<file path="config.mk">
export PLATFORM = sky130hd
export DESIGN_NAME = red_centroid_tracker
export DESIGN_NICKNAME = d
export VERILOG_FILES = /design/src/rtl/centroid_pkg.sv /design/src/rtl/seq_divider.sv /design/src/rtl/red_centroid_tracker.sv
export SDC_FILE = /design/constraint.sdc
export NUM_CORES = 1
export LEC_CHECK = 0
export ABC_AREA = 1
export BUFFER_PORTS_ARGS = -buffer_cell sky130_fd_sc_hd__buf_2
export CORE_MARGIN = 5
export CORE_UTILIZATION = 43
export CTS_CLUSTER_SIZE = 24
export DETAILED_ROUTE_END_ITERATION = 10
export HOLD_SLACK_MARGIN = 0.05
export PLACE_DENSITY = 0.68
export SYNTH_ARGS = -nofsm -noshare
export SYNTH_HDL_FRONTEND = slang
export SYNTH_SLANG_ARGS = --single-unit
</file>
<file path="constraint.sdc">
create_clock -name clk -period 6.3 [get_ports clk]
set_clock_uncertainty 0.15 [all_clocks]
set_input_delay 1.26 -clock clk [delete_from_list [all_inputs] [get_ports clk]]
set_output_delay 1.26 -clock clk [all_outputs]
set_load 0.02 [all_outputs]
</file>
<file path="src/rtl/centroid_pkg.sv">
// Shared definitions for the red centroid tracker.
// Contents:
//   - image geometry and classification thresholds
//   - datapath widths for coordinates, counters, sums and the divider
//   - state_t: tracker FSM states
//   - is_red(): "cape red" classification of one RGB444 pixel
package centroid_pkg;

  localparam int IMAGE_WIDTH  = 320;
  localparam int IMAGE_HEIGHT = 240;
  localparam int PIXEL_BITS   = 12;
  localparam int RED_MIN      = 8;
  localparam int RED_MARGIN   = 3;
  localparam int MIN_PIXELS   = 27;

  localparam int X_BITS     = 9;
  localparam int Y_BITS     = 8;
  localparam int COUNT_BITS = 17;
  localparam int SUM_BITS   = 25;
  localparam int DIV_CYCLES = 25;
  localparam int CNT_BITS   = 5;   // wide enough to hold DIV_CYCLES-1

  typedef enum logic [1:0] {
    ACCUM  = 2'd0,
    DIVIDE = 2'd1,
    REPORT = 2'd2
  } state_t;

  // Nibbles are zero-extended to 5 bits so g+margin and b+margin never wrap.
  function automatic logic is_red(input logic [PIXEL_BITS-1:0] pixel);
    logic [4:0] r;
    logic [4:0] g;
    logic [4:0] b;
    r = {1'b0, pixel[11:8]};
    g = {1'b0, pixel[7:4]};
    b = {1'b0, pixel[3:0]};
    return (r >= 5'(RED_MIN)) &&
           (r >= g + 5'(RED_MARGIN)) &&
           (r >= b + 5'(RED_MARGIN));
  endfunction

endpackage

</file>
<file path="src/rtl/seq_divider.sv">
// Restoring shift-subtract unsigned divider.
// Ports:
//   clk, reset   system clock, synchronous active-high reset
//   start        one-cycle pulse: load dividend/divisor
//   dividend     SUM_BITS numerator
//   divisor      COUNT_BITS denominator (caller guarantees nonzero)
//   done         one-cycle pulse, DIV_CYCLES cycles after start
//   quotient     SUM_BITS result, final while done is high and held after
// The start edge already performs the first of the SUM_BITS iterations, so
// the quotient is complete in the same cycle that done is raised.
module seq_divider
  import centroid_pkg::*;
(
  input  logic                  clk,
  input  logic                  reset,
  input  logic                  start,
  input  logic [SUM_BITS-1:0]   dividend,
  input  logic [COUNT_BITS-1:0] divisor,
  output logic                  done,
  output logic [SUM_BITS-1:0]   quotient
);

  logic [COUNT_BITS-1:0] rem;
  logic [COUNT_BITS-1:0] div_r;
  logic [SUM_BITS-1:0]   quo;
  logic [CNT_BITS-1:0]   cnt;
  logic                  running;

  logic [COUNT_BITS-1:0] step_rem;
  logic [SUM_BITS-1:0]   step_quo;
  logic [COUNT_BITS-1:0] step_div;
  logic [COUNT_BITS:0]   shifted;
  logic [COUNT_BITS-1:0] rem_next;
  logic [SUM_BITS-1:0]   quo_next;

  // One restoring iteration; on start it operates on the fresh operands.
  always_comb begin
    step_rem = start ? '0 : rem;
    step_quo = start ? dividend : quo;
    step_div = start ? divisor : div_r;
    shifted  = {step_rem, step_quo[SUM_BITS-1]};
    if (shifted >= {1'b0, step_div}) begin
      rem_next = COUNT_BITS'(shifted - {1'b0, step_div});
      quo_next = {step_quo[SUM_BITS-2:0], 1'b1};
    end else begin
      rem_next = shifted[COUNT_BITS-1:0];
      quo_next = {step_quo[SUM_BITS-2:0], 1'b0};
    end
  end

  always_ff @(posedge clk) begin
    if (reset) begin
      rem     <= '0;
      div_r   <= '0;
      quo     <= '0;
      cnt     <= '0;
      running <= 1'b0;
    end else if (start) begin
      rem     <= rem_next;
      quo     <= quo_next;
      div_r   <= divisor;
      cnt     <= CNT_BITS'(DIV_CYCLES - 1);
      running <= 1'b1;
    end else if (running) begin
      if (cnt != '0) begin
        rem <= rem_next;
        quo <= quo_next;
        cnt <= cnt - CNT_BITS'(1);
      end else begin
        running <= 1'b0;
      end
    end
  end

  assign done     = running && (cnt == '0);
  assign quotient = quo;

endmodule

</file>
<file path="src/rtl/red_centroid_tracker.sv">
// Classifies a filtered RGB444 pixel stream as "cape red", emits a registered
// per-pixel mask, accumulates count / sum_x / sum_y of red pixels per frame,
// and at frame end divides to report the integer centroid once per frame.
// Ports:
//   clk, reset     system clock, synchronous active-high reset
//   pixel_in       RGB444 pixel, R=[11:8] G=[7:4] B=[3:0]
//   pixel_valid    pixel_in valid this cycle
//   frame_start    with pixel_valid: first pixel of frame, coordinate (0,0)
//   frame_end      with pixel_valid: last pixel of frame
//   mask_out       red classification of the previous cycle's pixel
//   mask_valid     pixel_valid delayed one cycle
//   centroid_x/y   centroid of the reported frame (0 when no target)
//   red_count      red pixels in the reported frame
//   target_found   red_count >= MIN_PIXELS for the reported frame
//   result_valid   one-cycle pulse when the four outputs above are new
//   busy           divider running
//   frame_drop     one-cycle pulse: a frame_end arrived while not in ACCUM
// Handshake: pixel stream is valid-only (no backpressure); a pixel is
// consumed on every cycle pixel_valid is high. result_valid and frame_drop
// are single-cycle strobes with no acknowledge.
module red_centroid_tracker
  import centroid_pkg::*;
(
  input  logic                  clk,
  input  logic                  reset,
  input  logic [PIXEL_BITS-1:0] pixel_in,
  input  logic                  pixel_valid,
  input  logic                  frame_start,
  input  logic                  frame_end,
  output logic                  mask_out,
  output logic                  mask_valid,
  output logic [X_BITS-1:0]     centroid_x,
  output logic [Y_BITS-1:0]     centroid_y,
  output logic [COUNT_BITS-1:0] red_count,
  output logic                  target_found,
  output logic                  result_valid,
  output logic                  busy,
  output logic                  frame_drop
);

  state_t state;
  state_t state_next;

  logic [X_BITS-1:0]     x_cnt;
  logic [Y_BITS-1:0]     y_cnt;
  logic [COUNT_BITS-1:0] count;
  logic [SUM_BITS-1:0]   sum_x;
  logic [SUM_BITS-1:0]   sum_y;
  logic [COUNT_BITS-1:0] shadow_count;
  logic                  shadow_low;

  logic                  fs;
  logic                  fe;
  logic                  pix_red;
  logic [X_BITS-1:0]     cur_x;
  logic [Y_BITS-1:0]     cur_y;
  logic                  x_wrap;
  logic [X_BITS-1:0]     x_adv;
  logic [Y_BITS-1:0]     y_adv;
  logic [COUNT_BITS-1:0] count_next;
  logic [SUM_BITS-1:0]   sum_x_next;
  logic [SUM_BITS-1:0]   sum_y_next;
  logic                  low_count;
  logic [COUNT_BITS-1:0] div_divisor;

  logic                  start;
  logic                  drop;
  logic                  done_x;
  logic                  done_y;
  logic [SUM_BITS-1:0]   quot_x;
  logic [SUM_BITS-1:0]   quot_y;

  assign fs = pixel_valid && frame_start;
  assign fe = pixel_valid && frame_end;

  // Coordinate and accumulator next values. A frame_start pixel restarts
  // from zero and still contributes itself, so these "next" values are also
  // the final totals when the same pixel carries frame_end.
  always_comb begin
    cur_x      = fs ? '0 : x_cnt;
    cur_y      = fs ? '0 : y_cnt;
    pix_red    = pixel_valid && is_red(pixel_in);
    x_wrap     = (cur_x == X_BITS'(IMAGE_WIDTH - 1));
    x_adv      = x_wrap ? '0 : cur_x + X_BITS'(1);
    y_adv      = (x_wrap && (cur_y != Y_BITS'(IMAGE_HEIGHT - 1))) ?
                 cur_y + Y_BITS'(1) : cur_y;
    count_next = (fs ? '0 : count) + (pix_red ? COUNT_BITS'(1) : '0);
    sum_x_next = (fs ? '0 : sum_x) + (pix_red ? SUM_BITS'(cur_x) : '0);
    sum_y_next = (fs ? '0 : sum_y) + (pix_red ? SUM_BITS'(cur_y) : '0);
    // Small targets still run the full divide so latency never varies.
    low_count   = (count_next < COUNT_BITS'(MIN_PIXELS));
    div_divisor = low_count ? COUNT_BITS'(1) : count_next;
  end

  always_ff @(posedge clk) begin
    if (reset) begin
      x_cnt      <= '0;
      y_cnt      <= '0;
      count      <= '0;
      sum_x      <= '0;
      sum_y      <= '0;
      mask_out   <= 1'b0;
      mask_valid <= 1'b0;
    end else begin
      mask_out   <= pix_red;
      mask_valid <= pixel_valid;
      if (pixel_valid) begin
        x_cnt <= x_adv;
        y_cnt <= y_adv;
        count <= count_next;
        sum_x <= sum_x_next;
        sum_y <= sum_y_next;
      end
    end
  end

  // FSM state register
  always_ff @(posedge clk) begin
    if (reset) state <= ACCUM;
    else       state <= state_next;
  end

  // FSM next state; accumulation above runs independently of the state.
  always_comb begin
    state_next = state;
    start      = 1'b0;
    drop       = 1'b0;
    case (state)
      ACCUM: begin
        if (fe) begin
          start      = 1'b1;
          state_next = DIVIDE;
        end
      end
      DIVIDE: begin
        drop = fe;
        if (done_x && done_y) state_next = REPORT;
      end
      REPORT: begin
        drop       = fe;
        state_next = ACCUM;
      end
      default: state_next = ACCUM;
    endcase
  end

  seq_divider u_div_x (
    .clk      (clk),
    .reset    (reset),
    .start    (start),
    .dividend (sum_x_next),
    .divisor  (div_divisor),
    .done     (done_x),
    .quotient (quot_x)
  );

  seq_divider u_div_y (
    .clk      (clk),
    .reset    (reset),
    .start    (start),
    .dividend (sum_y_next),
    .divisor  (div_divisor),
    .done     (done_y),
    .quotient (quot_y)
  );

  // Shadows freeze the frame's totals so the next frame can accumulate while
  // dividing; result registers load on the last divide cycle so they are
  // already stable while result_valid (state REPORT) is high.
  always_ff @(posedge clk) begin
    if (reset) begin
      shadow_count <= '0;
      shadow_low   <= 1'b0;
      centroid_x   <= '0;
      centroid_y   <= '0;
      red_count    <= '0;
      target_found <= 1'b0;
      frame_drop   <= 1'b0;
    end else begin
      frame_drop <= drop;
      if (start) begin
        shadow_count <= count_next;
        shadow_low   <= low_count;
      end
      if ((state == DIVIDE) && done_x && done_y) begin
        centroid_x   <= shadow_low ? '0 : X_BITS'(quot_x);
        centroid_y   <= shadow_low ? '0 : Y_BITS'(quot_y);
        red_count    <= shadow_count;
        target_found <= !shadow_low;
      end
    end
  end

  assign result_valid = (state == REPORT);
  assign busy         = (state == DIVIDE);

endmodule
</file>
==> results.cfg, run 1 <==
[place]
pre_cts_slack_ps = -69.0
placed_cell_area_mm2 = 0.0168
post-dp-hpwl_um = 29800
routabilityCongestion = 0.895
portBuffers = 56

[layout]
regArea_mm2 = 0.00545
drive_above_1_share = 0.0946
multiInputGateArea_mm2 = 0.00863
antenna_cells = 0
area_delta_synth_final_pct = 13.1
design_area_mm2 = 0.0179
fin_nets = 2534
fill_cells = 3584

[power_and_ir_drop]
power.switching_mw = 2.47
pwr-share-clk = 0.288
power_density_mw_per_mm2 = 361
power_frac_comb = 0.411
p_total_mw = 6.45
vdd_ir_drop_max_mv = 0.243
pwr-share-seq = 0.301
switching_share = 0.382
cellLeakagePower_nw = 8.62
internal_power_mw = 3.98

[timing]
worst_pin_slew_ps = 862
min_period_over_period = 0.922
rsz0062_at_grt = no
slew_violations = 0
period_needed_ps = 5810
tns_ps = 0
setup-violations-final = 0
fin_ws_ps = 489
fin_hold_ws_ps = 307
fmax_mhz = 172
finalHoldViolations = 0
slew_headroom = 0.425

[synth]
synth_compound_area_frac = 0.163
ys_ff_latch = 272
syn_area_per_cell_um2 = 6.63
ys_types = 54
syn_inst = 2382
synthTopCellsByCount = nand2_1, inv_1, dfxtp_1, nor2_1, a21oi_1
yosysSeqAreaShare = 0.345
synth_edf_count = 0
synthMuxAreaShare = 0.00254
yosys_warnings = 0
yosysMostFrequentCell = nand2_1
synthTopCellsByArea = dfxtp_1, nand2_1, inv_1
postSynth.asyncResetShare = 0
syn-num-nets = 2475
syn-cell-area_mm2 = 0.0158
synth_top_area_frac = 0.345
synth_adder_area_share = 0.0621
ys.flop_type = dfxtp_1
yosys.area.top_type = dfxtp_1
synthSimpleGateAreaFrac = 0.286
synth_top_family_by_area = simple AND/OR/NAND/NOR gates
synth_xor_area_frac = 0.0327

[critical_path]
cp_max_fo = 7
critPathSlowestCell = fa_1
cp-end-kind = flop
required_ps = 6650
path_class = primary input to flop
critPathMostFrequentCell = nand2_1
crit_arrival_ps = 6170
worst_path_largest_cell_delay_ps = 410
start_kind = primary input
r2r_cells = 30
rrSetupSlack_ps = 2190

[outcome]
outcome = finished, final reports clean

[die]
fp-row-count = 70
dieArea_mm2 = 0.0407
start_util = 0.433
top_level_ports = 57
die_h_um = 202
core_mm2 = 0.0364
die_w_um = 202

[clock_network]
postCtsHoldBufs = 0
h-tree-depth = 1
cts_tree = yes
clkSinkCount = 272
clkTransAtPathRegs_ps = 70
cts_made_buffers = 30
root_buffer = clkbuf_16
clockBufferDepth = 3
post_cts_buffers = 0
clock_latency_ps = 560

[min_path]
whs_path_depth = 2
hp-class = flop to flop

[grt]
grt_antenna_before_repair = 0
grt_pass1_wl_um = 69900
overflow = 0
first_global_vias = 14500
track_usage = 0.201
grt_max_degree = 117

[route]
wire_per_inst_um = 14.3
drc = 0
first_iter_violations = 930
viasPerCell = 5.17
first_pass_iters = 6
wl_um = 42000
vias = 15200
postRouteAntennaNets = 0

[flow_run]
drv_cap = 0
kinds of logic after synthesis:
kind of cell | after synthesis
AOI/OAI and AO/OA | 453
xor gates and xnor gates | 59
adders and majority gates | 76
buffers and inverters | 449
DFF | 272
muxes | 4
and+or+nand+nor | 1069
registers in the layout (all words and copies together) (netlist names), 9 cells and up:
register          flops
u_div_x.rem          17
u_div_y.quotient     25
u_div_y.div_r        17
shadow_count         17
u_div_x.div_r        17
x_cnt                 9
sum_y                25
centroid_x            9
u_div_y.rem          17
u_div_x.quotient     25
red_count            17
sum_x                25
count                17
stage by stage:
step	cells	utilization
finish	2932	0.490
global route	2932	0.490
CTS	2932	0.490
detailed placement	2877	0.461
global placement	2877	0.461
floorplan	2382	-
power by group through the flow:
| stage | Clock (mW) | Sequential [mW] | Combinational [mW] |
|---|---|---|---|
| floorplan | 0 | 1.96 | 1.91 |
| global placement | 0 | 1.97 | 2.59 |
| detailed placement | 0 | 1.98 | 2.62 |
| CTS | 1.89 | 1.94 | 2.64 |
| global route | 1.97 | 1.96 | 3.01 |
| finish | 1.86 | 1.94 | 2.65 |
path summary, 6_finish.rpt:
path	startpoint	endpoint
min reg2reg	sum_y[0]	sum_y[0]
max reg2reg	x_cnt[0]	u_div_x.rem[16]
min	sum_y[0]	sum_y[0]
max	pixel_in[0]	u_div_y.rem[14]
final cells by class:
class	instances	area share
multi-input cells	1661	0.483
clock buffers	40	0.0481
repair buffers	127	0.0466
flip-flops and latches	272	0.305
inverters	349	0.0734
clock inverters	15	0.0110
well taps	468	0.0328
metal layers:
| layer | wire [um] | vias to the layer above | part of all wire | global-route usage |
|---|---|---|---|---|
| met1 | 19600 | 7049 | 0.47 | 0.262 |
| met3 | 2010 | 54 | 0.048 | 0.0268 |
| li1 | - | 7773 | - | - |
| met2 | 19500 | 289 | 0.46 | 0.353 |
| met4 | 957 | 0 | 0.023 | 0.0498 |
| met5 | 0 | - | 0 | 0 |
critical path: cells and delay by family:
kind	cells	cell delay [ps]
buf+inv	5	410
compound gates	5	640
fa+ha+maj	6	1470
simple gates	21	2190
xor+xnor	1	170
cell usage in the layout, fill, tap and decap left out, types with 32 or more instances in the layout:
cell type	synthesis	layout
o21ai_0	150	148
nand2_1	590	590
buf_4	2	70
nor2_1	240	239
buf_2	13	55
a31oi_1	32	32
inv_1	341	341
dfxtp_1	272	272
nand3_1	136	136
ha_1	72	72
a21oi_1	176	176
xor2_1	44	44
what timing repair did:
action                                  CTS  global route
endpoints found under the hold margin     0             0
endpoints found under the setup margin    0             4
gates resized for setup                   0             3
Note: power is estimated with default switching activity, not from simulation.
==> run 2: changes to the inputs <==
--- a/config.mk
+++ b/config.mk
@@ -8,11 +8,12 @@
 export ABC_AREA = 1
 export BUFFER_PORTS_ARGS = -buffer_cell sky130_fd_sc_hd__buf_2
 export CORE_MARGIN = 5
-export CORE_UTILIZATION = 43
+export CORE_UTILIZATION = 30
 export CTS_CLUSTER_SIZE = 24
 export DETAILED_ROUTE_END_ITERATION = 10
 export HOLD_SLACK_MARGIN = 0.05
-export PLACE_DENSITY = 0.68
+export PLACE_DENSITY = 0.53
 export SYNTH_ARGS = -nofsm -noshare
 export SYNTH_HDL_FRONTEND = slang
+export SYNTH_HIERARCHICAL = 1
 export SYNTH_SLANG_ARGS = --single-unit
==> run 2 against run 1 <==
Worst setup slack better by 17 ps. First-iteration DRC count is 1.5% lower. Final cell count is 14% higher. Clock power is 3% higher. Core utilization is 15 points lower. Largest power group is now the clock network. Sequential power is 4% lower. Die area is 48% higher. Critical path type unchanged. Synthesized area is 5.4% higher. Largest cell class unchanged. Wire length is 9.9% higher. Flip-flop and latch count stayed put.
==> results.cfg, run 2 <==
[timing]
slew_violations = 0
setup-violations-final = 0
fmax_mhz = 173
rsz0062_at_grt = no
period_needed_ps = 5790
fin_ws_ps = 506
finalHoldViolations = 0
min_period_over_period = 0.920
slew_headroom = 0.314
fin_hold_ws_ps = 291
worst_pin_slew_ps = 1030

[flow_run]
drv_cap = 0

[synth]
yosysMostFrequentCell = nand2_1
synth_top_area_frac = 0.327
yosys.area.top_type = dfxtp_1
ys_types = 54
syn_area_per_cell_um2 = 6.59
syn-cell-area_mm2 = 0.0166
syn-num-nets = 2621
ys.flop_type = dfxtp_1
ys_ff_latch = 272
postSynth.asyncResetShare = 0
yosys_warnings = 6
yosysSeqAreaShare = 0.327
syn_inst = 2528
synthTopCellsByCount = nand2_1, inv_1, dfxtp_1, nor2_1, nand3_1
synth_edf_count = 0
synthTopCellsByArea = dfxtp_1, nand2_1, inv_1

[critical_path]
r2r_start = count[0]
cp-end-kind = flop
r2r_cells = 29
r2r_end = u_div_y/rem[9]
rrSetupSlack_ps = 2180
path_class = primary input to flop
cp-startpoint = pixel_in[0]
critPathSlowestCell = fa_1
crit_end = u_div_y/rem[9]
required_ps = 6570
critPathMostFrequentCell = nand2_1
crit_arrival_ps = 6060
start_kind = primary input
worst_path_largest_cell_delay_ps = 420
cp_max_fo = 11

[layout]
area_delta_synth_final_pct = 13.6
antenna_cells = 0
final_common_cell = nand2_1
instances_no_fill = 3343
final_cell_mix = nand2_1, inv_1, dfxtp_1
drive_above_1_share = 0.0979
fin_nets = 2668
post-route-util = 0.344

[outcome]
outcome = finished, final reports clean

[place]
portBuffers = 56
pre_cts_slack_ps = -134
post-dp-hpwl_um = 33100
placed_cells_incl_taps = 3283
routabilityCongestion = 0.873

[clock_network]
root_buffer = clkbuf_16
cts_tree = yes
clock_latency_ps = 540
postCtsHoldBufs = 0
h-tree-depth = 2
clkSinkCount = 272
cts_made_buffers = 34
clockBufferDepth = 3
clkTransAtPathRegs_ps = 50

[route]
first_pass_iters = 5
postRouteAntennaNets = 0
vias = 15700
wl_um = 46200
viasPerCell = 4.69
wire_per_inst_um = 13.8
drc = 0
first_iter_violations = 916

[power_and_ir_drop]
p_total_mw = 5.36
cellLeakagePower_nw = 8.89
vdd_ir_drop_max_mv = 0.156
power_density_mw_per_mm2 = 284

[grt]
grt_antenna_before_repair = 1
grt_pass1_wl_um = 75900
overflow = 0
grt_max_degree = 78
track_usage = 0.149
first_global_vias = 15100

[die]
dieArea_mm2 = 0.0603
start_util = 0.303
fp-row-count = 86
die_w_um = 246
core_mm2 = 0.0550
top_level_ports = 57
die_h_um = 246

[min_path]
hp-class = flop to flop
## run 2: cell type report
| class | count | area, um2 |
|---|---|---|
| clock inverter | 8 | 75.1 |
| sequential | 272 | 5450 |
| multi-input combinational | 1766 | 9240 |
| clock buffer | 48 | 995 |
| fill | 5890 | 36100 |
| inverter | 387 | 1470 |
| tap | 748 | 936 |
| timing repair buffer | 114 | 751 |
## run 2: how the worst min path moves through the flow
stage,endpoint,startpoint,cells past startpoint
floorplan,sum_y[0],sum_y[0],2
global placement,red_count[16],red_count[16],2
detailed placement,red_count[6],red_count[6],2
CTS,red_count[14],red_count[14],2
global route,red_count[16],red_count[16],2
finish,red_count[14],red_count[14],2
## run 2: cell families (layout without fill, tap and decap cells)
| logic type | after synthesis | count (layout) | synth area share |
|---|---|---|---|
| xor+xnor | 57 | 57 | 0.0300 |
| mux | 34 | 34 | 0.0204 |
| compound gates | 417 | 417 | 0.137 |
| fa+ha+maj | 76 | 76 | 0.0589 |
| simple gates | 1182 | 1182 | 0.307 |
| flops | 272 | 272 | 0.327 |
| buf+inv | 490 | 557 | 0.119 |
## run 2: per-stage QoR
stage          setup TNS, ps  cell area [um2]
2_1_floorplan              0            16600
3_3_place_gp            -417            17800
3_5_place_dp           -2310            17800
4_1_cts                    0            18900
5_1_grt                    0            18900
6_report                   0            18900
## run 2: what timing repair did
action	CTS	global route
setup buffers	0	4
endpoints found under the setup margin	0	28
gates resized for setup	0	6
endpoints found under the hold margin	0	0
## run 2: worst max-delay path, delay by kind of cell
family          cells  cell delay (ps)
compound gates      3              430
fa+ha+maj           6             1540
simple gates       22             2100
buf+inv             8              680
## run 2: layer usage
| layer | track usage | vias to the layer above | wire length [um] |
|---|---|---|---|
| li1 | - | 8160 | - |
| met1 | 0.200 | 7192 | 22500 |
| met2 | 0.251 | 254 | 20900 |
| met3 | 0.0171 | 65 | 1620 |
| met4 | 0.0487 | 0 | 1210 |
| met5 | 0 | - | 0 |
## run 2: power breakdown
group	leakage (nW)	total [mW]	switching [mW]	internal, mW
logic	6.15	1.59	1.04	0.553
clock network	0.527	1.91	0.770	1.14
registers	2.22	1.86	0.0440	1.82
==> run 3: changes to the inputs <==
--- a/config.mk
+++ b/config.mk
@@ -8,11 +8,11 @@
 export ABC_AREA = 1
 export BUFFER_PORTS_ARGS = -buffer_cell sky130_fd_sc_hd__buf_2
 export CORE_MARGIN = 5
-export CORE_UTILIZATION = 30
+export CORE_UTILIZATION = 45
 export CTS_CLUSTER_SIZE = 24
 export DETAILED_ROUTE_END_ITERATION = 10
 export HOLD_SLACK_MARGIN = 0.05
-export PLACE_DENSITY = 0.53
+export PLACE_DENSITY = 0.7
 export SYNTH_ARGS = -nofsm -noshare
 export SYNTH_HDL_FRONTEND = slang
 export SYNTH_HIERARCHICAL = 1
==> run 3 against run 2 <==
Final area fell by 1.6%. Flip-flop and latch count did not move. Sequential power barely moved. Worst setup slack improved by 9.1 ps. Non-clock buffer count rose by 7. Count of clock-buffer cells in the layout fell by 8. Via count rose by 0.34%. Wire length fell by 6.4%. Global-route usage rose by 5.7 points.
==> results.cfg, run 3 (synthesis results as in run 2) <==
[clock_network]
postCtsHoldBufs = 0
root_buffer = clkbuf_16
h-tree-depth = 1
cts_tree = yes
cts_made_buffers = 30
clkSinkCount = 272
clkTransAtPathRegs_ps = 60
clockBufferDepth = 3
clock_latency_ps = 570

[die]
dieArea_mm2 = 0.0409
top_level_ports = 57
start_util = 0.456
core_mm2 = 0.0365
die_w_um = 202
fp-row-count = 70
die_h_um = 202

[layout]
final_cell_mix = nand2_1, inv_1, dfxtp_1
drive_above_1_share = 0.0995
regArea_mm2 = 0.00545
final_common_cell = nand2_1
design_area_mm2 = 0.0186
area_delta_synth_final_pct = 11.8
instances_no_fill = 3070
fill_cells = 3634
fin_nets = 2671
post-route-util = 0.510
antenna_cells = 0
multiInputGateArea_mm2 = 0.00924

[critical_path]
path_class = primary input to flop
start_kind = primary input
required_ps = 6620
crit_arrival_ps = 6110
critPathSlowestCell = fa_1
critPathMostFrequentCell = nand2_1
cp-end-kind = flop
worst_path_largest_cell_delay_ps = 430
cp_max_fo = 9

[grt]
grt_antenna_before_repair = 0
first_global_vias = 15200
grt_max_degree = 76
track_usage = 0.206
overflow = 0
grt_pass1_wl_um = 72900

[timing]
fin_ws_ps = 515
slew_violations = 0
slew_headroom = 0.418
fmax_mhz = 173
tns_ps = 0
setup-violations-final = 0
min_period_over_period = 0.918
period_needed_ps = 5780
finalHoldViolations = 0
rsz0062_at_grt = no
worst_pin_slew_ps = 870

[route]
wl_um = 43200
vias = 15700
first_pass_iters = 5
first_iter_violations = 1159
viasPerCell = 5.12
wire_per_inst_um = 14.1
postRouteAntennaNets = 0
drc = 0

[power_and_ir_drop]
switching_share = 0.341
pwr-share-seq = 0.348
cellLeakagePower_nw = 8.92
power.switching_mw = 1.82
internal_power_mw = 3.52
pwr-share-clk = 0.348
power_frac_comb = 0.303
vdd_ir_drop_max_mv = 0.253
power_density_mw_per_mm2 = 287

[place]
portBuffers = 56
routabilityCongestion = 0.952
placed_cell_area_mm2 = 0.0175
post-dp-hpwl_um = 30900
placed_cells_incl_taps = 3014
pre_cts_slack_ps = -155

[outcome]
outcome = finished, final reports clean

[min_path]
hp-class = flop to flop

[flow_run]
drv_cap = 0
## run 3: cell type report
type                            count  share of cell area
Timing Repair Buffer              121              0.0436
Clock inverter                     16              0.0105
Inverter                          387              0.0790
Multi-Input combinational cell   1766               0.497
Clock buffer                       40              0.0462
Tap cell                          468              0.0315
Sequential cell                   272               0.293
## run 3: per-layer routing
| metal | vias to the layer above | wire (um) | global-route usage |
|---|---|---|---|
| met5 | - | 0 | 0 |
| met4 | 0 | 1230 | 0.0669 |
| met3 | 70 | 1720 | 0.0229 |
| met2 | 295 | 20300 | 0.355 |
| met1 | 7195 | 19900 | 0.270 |
| li1 | 8165 | - | - |
## run 3: worst max-delay path: cells and delay by family
kind,cells,cell delay [ps]
AOI/OAI and AO/OA,3,410
and+or+nand+nor,21,2370
buffers and inverters,7,570
adders and majority gates,6,1500
## run 3: through the flow
stage          hold WS (ps)  total power, mW
2_1_floorplan           284             3.12
3_3_place_gp            282             3.49
3_5_place_dp            283             3.51
4_1_cts                 294             5.38
5_1_grt                 300             5.69
6_report                289             5.35
## run 3: power groups by stage
stage | logic, mW | registers (mW) | clock network (mW)
final | 1.62 | 1.86 | 1.86
after global routing | 1.85 | 1.87 | 1.97
after CTS | 1.62 | 1.86 | 1.90
after detailed placement | 1.61 | 1.90 | 0
after global placement | 1.59 | 1.90 | 0
after floorplan | 1.23 | 1.89 | 0
## run 3: worst paths after layout
check / from / endpoint / slack, ps / depth (start not counted)
worst min register to register: red_count[0] / red_count[0] / 290 / 2
worst max register to register: y_cnt[0] / u_div_y/rem[2] / 2030 / 27
worst min-delay path: red_count[0] / red_count[0] / 290 / 2
worst max-delay path: pixel_in[4] / u_div_y/rem[2] / 520 / 37
## run 3: what timing repair did
item                       CTS  global route
setup endpoints to repair    0            32
buffers inserted             0             0
gates resized for setup      0             3
